==> src/rtl/jk_ctrl_pkg.sv <==
// Shared encodings for the JK bank sequencing controller:
// command opcodes carried on CMD_OP and the controller FSM states.
package jk_ctrl_pkg;

    typedef enum logic [1:0] {
        OP_HOLD = 2'b00,
        OP_LOAD = 2'b01,
        OP_UP   = 2'b10,
        OP_DOWN = 2'b11
    } op_t;

    typedef enum logic [1:0] {
        S_IDLE = 2'b00,
        S_LOAD = 2'b01,
        S_RUN  = 2'b10,
        S_DONE = 2'b11
    } state_t;

endpackage

==> src/rtl/jk_excite.sv <==
// Minimal JK excitation: per bit, drive J/K so a JK flop holding q captures d
// on the next edge, leaving the unused input at 0.
module jk_excite #(
    parameter int WIDTH = 4
) (
    input  logic [WIDTH-1:0] q,
    input  logic [WIDTH-1:0] d,
    output logic [WIDTH-1:0] j,
    output logic [WIDTH-1:0] k
);

    // q=0: set only if d=1; q=1: reset only if d=0.
    assign j = ~q & d;
    assign k =  q & ~d;

endmodule

==> src/rtl/jk_seq_ctrl.sv <==
// Sequencing controller for an external bank of JK flops holding a modulo-MOD
// count: accepts load/up/down/hold commands and tracks the count in a shadow.
module jk_seq_ctrl
    import jk_ctrl_pkg::*;
#(
    parameter int WIDTH = 4,
    parameter int MOD   = 10
) (
    input  logic             CLK,
    input  logic             CLR,
    input  logic             CMD_VALID,
    output logic             CMD_READY,
    input  logic [1:0]       CMD_OP,
    input  logic [WIDTH-1:0] CMD_ARG,
    input  logic [WIDTH-1:0] Q_IN,
    output logic [WIDTH-1:0] J,
    output logic [WIDTH-1:0] K,
    output logic             BUSY,
    output logic             DONE,
    output logic             TC,
    output logic             ERR
);

    localparam logic [WIDTH-1:0] MAX_VAL = WIDTH'(MOD - 1);

    // Handshake: a command transfers on a rising CLK edge where CMD_VALID and
    // CMD_READY are both high; CMD_OP/CMD_ARG are captured on that edge.
    // CMD_READY is high only in IDLE, and an offer that is not taken is dropped.

    state_t           state;
    state_t           state_n;
    op_t              op_r;
    logic [WIDTH-1:0] arg_r;
    logic [WIDTH-1:0] shadow;
    logic [WIDTH-1:0] remaining;

    logic             ready_r;
    logic             busy_r;
    logic             done_r;
    logic             tc_r;
    logic             err_r;

    logic             accept;
    logic             step_up;
    logic             at_top;
    logic             at_bot;
    logic             wrap;
    logic [WIDTH-1:0] step_val;
    logic [WIDTH-1:0] load_val;
    logic [WIDTH-1:0] target;
    logic             drive_en;
    logic [WIDTH-1:0] j_raw;
    logic [WIDTH-1:0] k_raw;

    assign accept = CMD_VALID & ready_r;

    // Next count is derived from the shadow only, so a misbehaving bank
    // cannot disturb the sequence; limits are tested before stepping.
    always_comb begin
        step_up  = (op_r == OP_UP);
        at_top   = (shadow == MAX_VAL);
        at_bot   = (shadow == '0);
        wrap     = step_up ? at_top : at_bot;
        step_val = shadow;
        if (step_up) begin
            step_val = at_top ? '0 : shadow + 1'b1;
        end else begin
            step_val = at_bot ? MAX_VAL : shadow - 1'b1;
        end
        load_val = (arg_r > MAX_VAL) ? MAX_VAL : arg_r;
    end

    always_comb begin
        target   = Q_IN;
        drive_en = 1'b0;
        case (state)
            S_LOAD: begin
                target   = load_val;
                drive_en = 1'b1;
            end
            S_RUN: begin
                target   = step_val;
                drive_en = 1'b1;
            end
            default: begin
                target   = Q_IN;
                drive_en = 1'b0;
            end
        endcase
    end

    jk_excite #(
        .WIDTH(WIDTH)
    ) u_excite (
        .q(Q_IN),
        .d(target),
        .j(j_raw),
        .k(k_raw)
    );

    assign J = drive_en ? j_raw : '0;
    assign K = drive_en ? k_raw : '0;

    always_comb begin
        state_n = state;
        case (state)
            S_IDLE: begin
                if (accept) begin
                    case (op_t'(CMD_OP))
                        OP_LOAD: state_n = S_LOAD;
                        OP_UP,
                        OP_DOWN: state_n = (CMD_ARG != '0) ? S_RUN : S_DONE;
                        default: state_n = S_DONE;
                    endcase
                end
            end
            S_LOAD:  state_n = S_DONE;
            S_RUN:   state_n = (remaining == WIDTH'(1)) ? S_DONE : S_RUN;
            S_DONE:  state_n = S_IDLE;
            default: state_n = S_IDLE;
        endcase
    end

    always_ff @(posedge CLK or posedge CLR) begin
        if (CLR) begin
            state     <= S_IDLE;
            op_r      <= OP_HOLD;
            arg_r     <= '0;
            shadow    <= '0;
            remaining <= '0;
            ready_r   <= 1'b1;
            busy_r    <= 1'b0;
            done_r    <= 1'b0;
            tc_r      <= 1'b0;
            err_r     <= 1'b0;
        end else begin
            state   <= state_n;
            ready_r <= (state_n == S_IDLE);
            busy_r  <= (state_n == S_LOAD) || (state_n == S_RUN);
            done_r  <= (state_n == S_DONE);
            tc_r    <= (state == S_RUN) && wrap;

            if (accept) begin
                op_r      <= op_t'(CMD_OP);
                arg_r     <= CMD_ARG;
                remaining <= CMD_ARG;
            end

            case (state)
                S_LOAD: begin
                    shadow <= load_val;
                    err_r  <= 1'b0;
                end
                S_RUN: begin
                    shadow    <= step_val;
                    remaining <= remaining - 1'b1;
                end
                S_DONE: begin
                    if (Q_IN != shadow) begin
                        err_r <= 1'b1;
                    end
                end
                default: begin
                end
            endcase
        end
    end

    assign CMD_READY = ready_r;
    assign BUSY      = busy_r;
    assign DONE      = done_r;
    assign TC        = tc_r;
    assign ERR       = err_r;

endmodule

==> config.mk <==
export PLATFORM = sky130hd
export DESIGN_NAME = jk_seq_ctrl
export DESIGN_NICKNAME = d
export VERILOG_FILES = /design/src/rtl/jk_ctrl_pkg.sv /design/src/rtl/jk_excite.sv /design/src/rtl/jk_seq_ctrl.sv
export SDC_FILE = /design/constraint.sdc
export NUM_CORES = 1
export LEC_CHECK = 0
export BUFFER_PORTS_ARGS = -buffer_cell sky130_fd_sc_hd__buf_2
export CORE_ASPECT_RATIO = 2
export CORE_MARGIN = 3
export CORE_UTILIZATION = 35
export DETAILED_ROUTE_END_ITERATION = 12
export SLEW_MARGIN = 0
export SYNTH_ARGS = -nofsm -noshare
export SYNTH_HDL_FRONTEND = slang
export SYNTH_SLANG_ARGS = --single-unit
==> constraint.sdc <==
create_clock -name CLK -period 4.9 [get_ports CLK]
set_input_delay 0.735 -clock CLK [delete_from_list [all_inputs] [get_ports CLK]]
set_output_delay 0.735 -clock CLK [all_outputs]
set_load 0.02 [all_outputs]
; Word-level counts from Yosys, hierarchy flattened
; Cells that the tools add are included.
[totals]
input_bits = 13
wordCells = 64
reg_bits = 21
out_inout_bits = 13
[classes]
n_lt_le_gt_ge = 1
n_addsub = 3
bitwise = 5
n_mux = 19
n_reduce_logical = 12
n_eq_ne = 14
[op_table]
columns = cell, count
row1 = $mux 4, 8
row2 = $pmux 4 s2, 2
row3 = $eq 2x2->1 const B, 7
row4 = $and 4x4->4, 2
row5 = $not 4->4, 2
row6 = $pmux 2 s4, 1
row7 = $sub 4x1->4 const B, 2
row8 = $eq 2x1->1 const B, 3
row9 = $reduce_bool 2->1, 3
row10 = $mux 1, 5
row11 = $add 4x1->4 const B, 1
row12 = $eq 4x1->1 const B, 1
row13 = $eq 4x4->1 const B, 1
row14 = $gt 4x4->1 const B, 1
row15 = $logic_not 2->1, 2
row16 = $logic_not 4->1, 1
row17 = $ne 4x4->1, 1
row18 = $pmux 2 s2, 1
row19 = $reduce_bool 4->1, 1
row20 = $reduce_or 2->1, 2
row21 = $mux 2, 1
row22 = $ne 2x2->1 const B, 1
row23 = $pmux 1 s2, 1
row24 = $reduce_and 2->1, 1
row25 = other kinds (3), 3

; Depth between registers and ports, before layout
[depth]
depth_word = 7
mapped_depth = 7

; By module
; A second synthesis with hierarchy kept.
[unflattened]
hier_cells = 164
hier_area_um2 = 1463.9
[modules_own_cells]
columns = mod, cells_each, area_each_um2, seq_area_each_um2, instances
row1 = jk_seq_ctrl, 156, 1393.8, 526.8, 1
row2 = jk_excite, 8, 70.1, 0.0, 1

; Least setup slack after synthesis
; No wires, ideal clock.
[synth_timing]
kind = register to output
from = register state[0]
to = output K[0]
required_ns = 4.165
stages_incl_launch_ff = 7
arrival_ns = 1.743
path_slack_ns = 2.422
cell_sequence = dfrtp_1 > inv_1 > ha_1 > clkbuf_1 > clkbuf_1 > nand2_1 > nor3_1
[synth_via]
elab_cells_between_ends = 8
classes_between = 2 x eq/ne / 3 x mux / 2 x bitwise / 1 x reduce/logical
[synth_rtl]
columns = item, line
row1 = start: declaration, jk_seq_ctrl.sv:30  ; state_t state;
row2 = start signal: assignment, jk_seq_ctrl.sv:137  ; state <= state_n;
row3 = $eq 2x2->1 / $eq 2x1->1 (equally long branches), jk_seq_ctrl.sv:76  ; case (state)
row4 = $reduce_or 2->1 (no line) (*), n/a
row5 = $mux 1 (*), jk_seq_ctrl.sv:76
row6 = net drive_en, jk_seq_ctrl.sv:51  ; logic drive_en;
row7 = $mux 4 (*), jk_seq_ctrl.sv:102  ; assign K = drive_en ? k_raw : '0;
row8 = end: declaration, jk_seq_ctrl.sv:17  ; output logic [WIDTH-1:0] K,
; Mark *: on every way through the listed nets, which the timed path passes. The rest lies on a longest branch.

; Worst setup path in the final report
[layout_timing]
from = register state[0]
to = output K[2]
[layout_via]
elab_chain_len = 5
elab_cells_between_ends = 8
classes_between = 2 x eq/ne / 3 x mux / 2 x bitwise / 1 x reduce/logical
[layout_lines]
columns = item, line
row1 = $eq 2x2->1 / $eq 2x1->1 (equally long branches), jk_seq_ctrl.sv:76
row2 = $pmux 4 s2, jk_seq_ctrl.sv:76
row3 = $not 4->4, jk_excite.sv:14  ; assign k = q & ~d;
row4 = $and 4x4->4, jk_excite.sv:14
row5 = $mux 4 (*), jk_seq_ctrl.sv:102
; Mark *: on every way between the ends. The rest lies on a longest branch, timed or not.

==> results by group <==
Timing
  – Final Cycle Share: 63.57%
  – Min cycle time layout: 3.115 ns
  – Final setup vio count: 0
  – Max transition margin: 45.57%
  – Slew Limit Fails: 0
  – RSZ-0062 raised after global routing: no
  – Measured slew at the worst slew-check pin: 0.8156 ns
  – Fin. Hold Viols: 0
  – Setup TNS: 0 ns
  – Fmax: 321.1 MHz
  – Clock skew: 0.003849 ns
  – Setup WS post-layout: 1.785 ns

Finish
  – Nets: 197
  – Area occupied by multi-input gates: 789.5 sq um
  – Diodes inserted: 0
  – Fraction of layout cells with a size suffix above 1: 22.67%
  – Reg area: 526.8 sq um
  – Synthesis-to-finish area growth: 14.11%
  – Filler instances: 410

Synthesis
  – Most frequent cell after synthesis: dfrtp_1
  – Synth warn: 0
  – Main synth FF type: dfrtp_1
  – Synthesized flop and latch total: 21
  – Synth area leader: dfrtp_1
  – Synth Area per Inst: 9.342 sq um
  – Post-synth top cells: dfrtp_1, a21oi_1, inv_1, nand2_1, ha_1
  – Register area share after synthesis: 37.59%
  – Top cell type's share of synthesized area: 35.71%
  – Post-synth EDFFs: 0
  – Post-Synthesis Cells: 150
  – Syn_nets: 174
  – Async set or reset register ratio after synthesis: 100.0%
  – Distinct cells, synth: 45
  – Main area contributors after synthesis: dfrtp_1, ha_1, a21oi_1
  – Mapped Area: 1401 sq um

Floorplan
  – Area of the core: 3844 sq um
  – Die Y: 95.49 um
  – Die area: 4845 sq um
  – Die Wd: 50.74 um
  – Row cnt: 32
  – IO Count: 26
  – Initial core utilization: 36.46%

Place
  – DPL Wire Length: 2.579 mm
  – Count of input and output buffers: 25
  – RePlAce Congestion: 0.8581
  – Dpl ws: 2.098 ns

Global routing
  – GRT Util Overall: 15.05%
  – First-pass GRT wire length: 5.513 mm
  – GRT met3 Usage: 2.191%
  – Total gr overflow: 0
  – Vias in the first global route: 1247
  – Initial antenna violation count: 0
  – Met1 usage in global routing: 14.23%
  – Pin count of the biggest net entering global routing: 22
  – Top Usage Layer GRT: met2
  – Met2 GRT Util: 29.37%

Routing
  – Drt pass-1 iters: 4
  – Avg WL per Cell: 14.62 um
  – Vias per inst: 5.350
  – Initial DRC count: 36
  – Post-Route WL: 3.260 mm
  – DRC Markers: 0
  – DR vias: 1193
  – Final ANT Viol Nets: 0

Worst setup path
  – Worst EP arrival: 2.38 ns
  – Crit-path max FO: 16
  – CP startpoint: state[0]$_DFF_PP0_
  – Reg2reg start: state[0]$_DFF_PP0_
  – Crit start category: register
  – Worst setup EP type: output pin
  – Crit Path Category: register to output pin
  – Worst path required time: 4.16 ns

CTS
  – CTS root buf: clkbuf_8
  – Cells resized by post-CTS repair: 0
  – Setup Fix Bufs, Post-CTS: 0
  – Deepest clock path buffer count: 2
  – Num CTS Buffers: 3
  – Hold buffer count at cts: 0
  – CTS Sinks: 21
  – Max H-tree Level: 1
  – Worst skew pair latency: 0.26 ns
  – CTS tree: yes
  – Clock transition at the registers of the reported paths: 0.08 ns

Power and ir drop
  – Lkg Pwr: 0.0007457 uW
  – Peak VDD IR: 0.3275 mV
  – PwrDens: 701.5 nW/um^2

Min path
  – Min-delay src: arg_r[0]$_DFFE_PP0P_
  – Worst hold path type: register to register

Outcome
  – Status: finished clean

Flow run
  – Max-cap violations: 0
-- sequential cells by signal, indices dropped and copies added (netlist names) --
| signal | flops |
|---|---|
| arg_r | 4 |
| remaining | 4 |
| shadow | 4 |
| op_r | 2 |
| state | 2 |
| BUSY | 1 |
| CMD_READY | 1 |
| DONE | 1 |
| ERR | 1 |
| TC | 1 |
-- cells in the final DEF, fill, tap and decap left out, types with 2 or more instances in the layout --
master	netlist	final
nor2_1	7	7
a211oi_1	2	2
a21oi_1	14	14
dfrtp_1	20	20
nor2b_1	4	4
a31oi_1	5	5
inv_1	13	13
or3_1	3	3
o21a_1	2	2
mux2i_1	2	2
mux2_2	6	6
nand2_1	12	12
a21o_1	2	2
ha_1	11	11
nand2b_1	3	3
nor3_1	3	3
and3_1	2	2
buf_2	2	25
and4_1	2	2
xnor2_1	6	6
clkbuf_8	0	3
nand3_1	3	3
-- metrics by stage --
step           hold slack, ns  utilization [%]  power [uW]  instance area (sq um)  cells
5_1_grt                0.5156            41.60        1225                   1599    223
6_report               0.5057            41.60        1122                   1599    223
4_1_cts                0.5062            41.60        1126                   1599    223
2_1_floorplan          0.4500                -       853.9                   1401    150
3_5_place_dp           0.4874            40.43        1010                   1554    219
3_3_place_gp           0.4660            40.43       994.7                   1554    219
-- where the power goes --
group | switching [uW] | leakage (uW) | internal (uW) | total (uW)
registers | 97.8 | 0.000248 | 261 | 359
logic | 375 | 0.000475 | 275 | 650
clock network | 55.4 | 0.0000228 | 57.9 | 113
-- final timing paths --
path	slack, ns	end	depth (start not counted)
worst max-delay path	1.79	K[2]	7
worst min-delay path	0.51	arg_r[0]$_DFFE_PP0P_	1
worst max register to register	2.90	shadow[2]$_DFFE_PP0N_	6
worst min register to register	0.51	arg_r[0]$_DFFE_PP0P_	1
max in group asynchronous	3.77	remaining[3]$_DFFE_PP0P_	2
min in group asynchronous	0.62	TC$_DFF_PP0_	2
-- layout make-up --
class                      instances  share of cell area (%)
sequential                        21                   32.94
inverter                          13                   3.052
tap                               51                   3.991
clock buffer                       4                   2.817
timing repair buffer              25                   7.825
multi-input combinational        109                   49.37
-- critical path, stage by stage (launching register included) --
cell     delay, ns
dfrtp_1       0.42
inv_1         0.10
ha_1          0.49
inv_1         0.17
a31o_2        0.28
a221o_1       0.31
and4_1        0.20
buf_2         0.15
-- logic make-up after synthesis --
| kind of cell | Yosys count | synth area share (%) |
|---|---|---|
| DFF | 21 | 37.59 |
| muxes | 8 | 6.250 |
| buffers and inverters | 20 | 6.071 |
| AOI/OAI and AO/OA | 38 | 18.48 |
| adders and majority gates | 11 | 9.821 |
| xor gates and xnor gates | 6 | 3.750 |
| and+or+nand+nor | 46 | 18.04 |
-- routing by layer --
layer | vias up | routed length, um
met2 | 24 | 1931
met3 | 7 | 110
li1 | 580 | -
met5 | - | 0
met1 | 582 | 1139
met4 | 0 | 79
No activity file was read; power rests on OpenSTA's default activity.
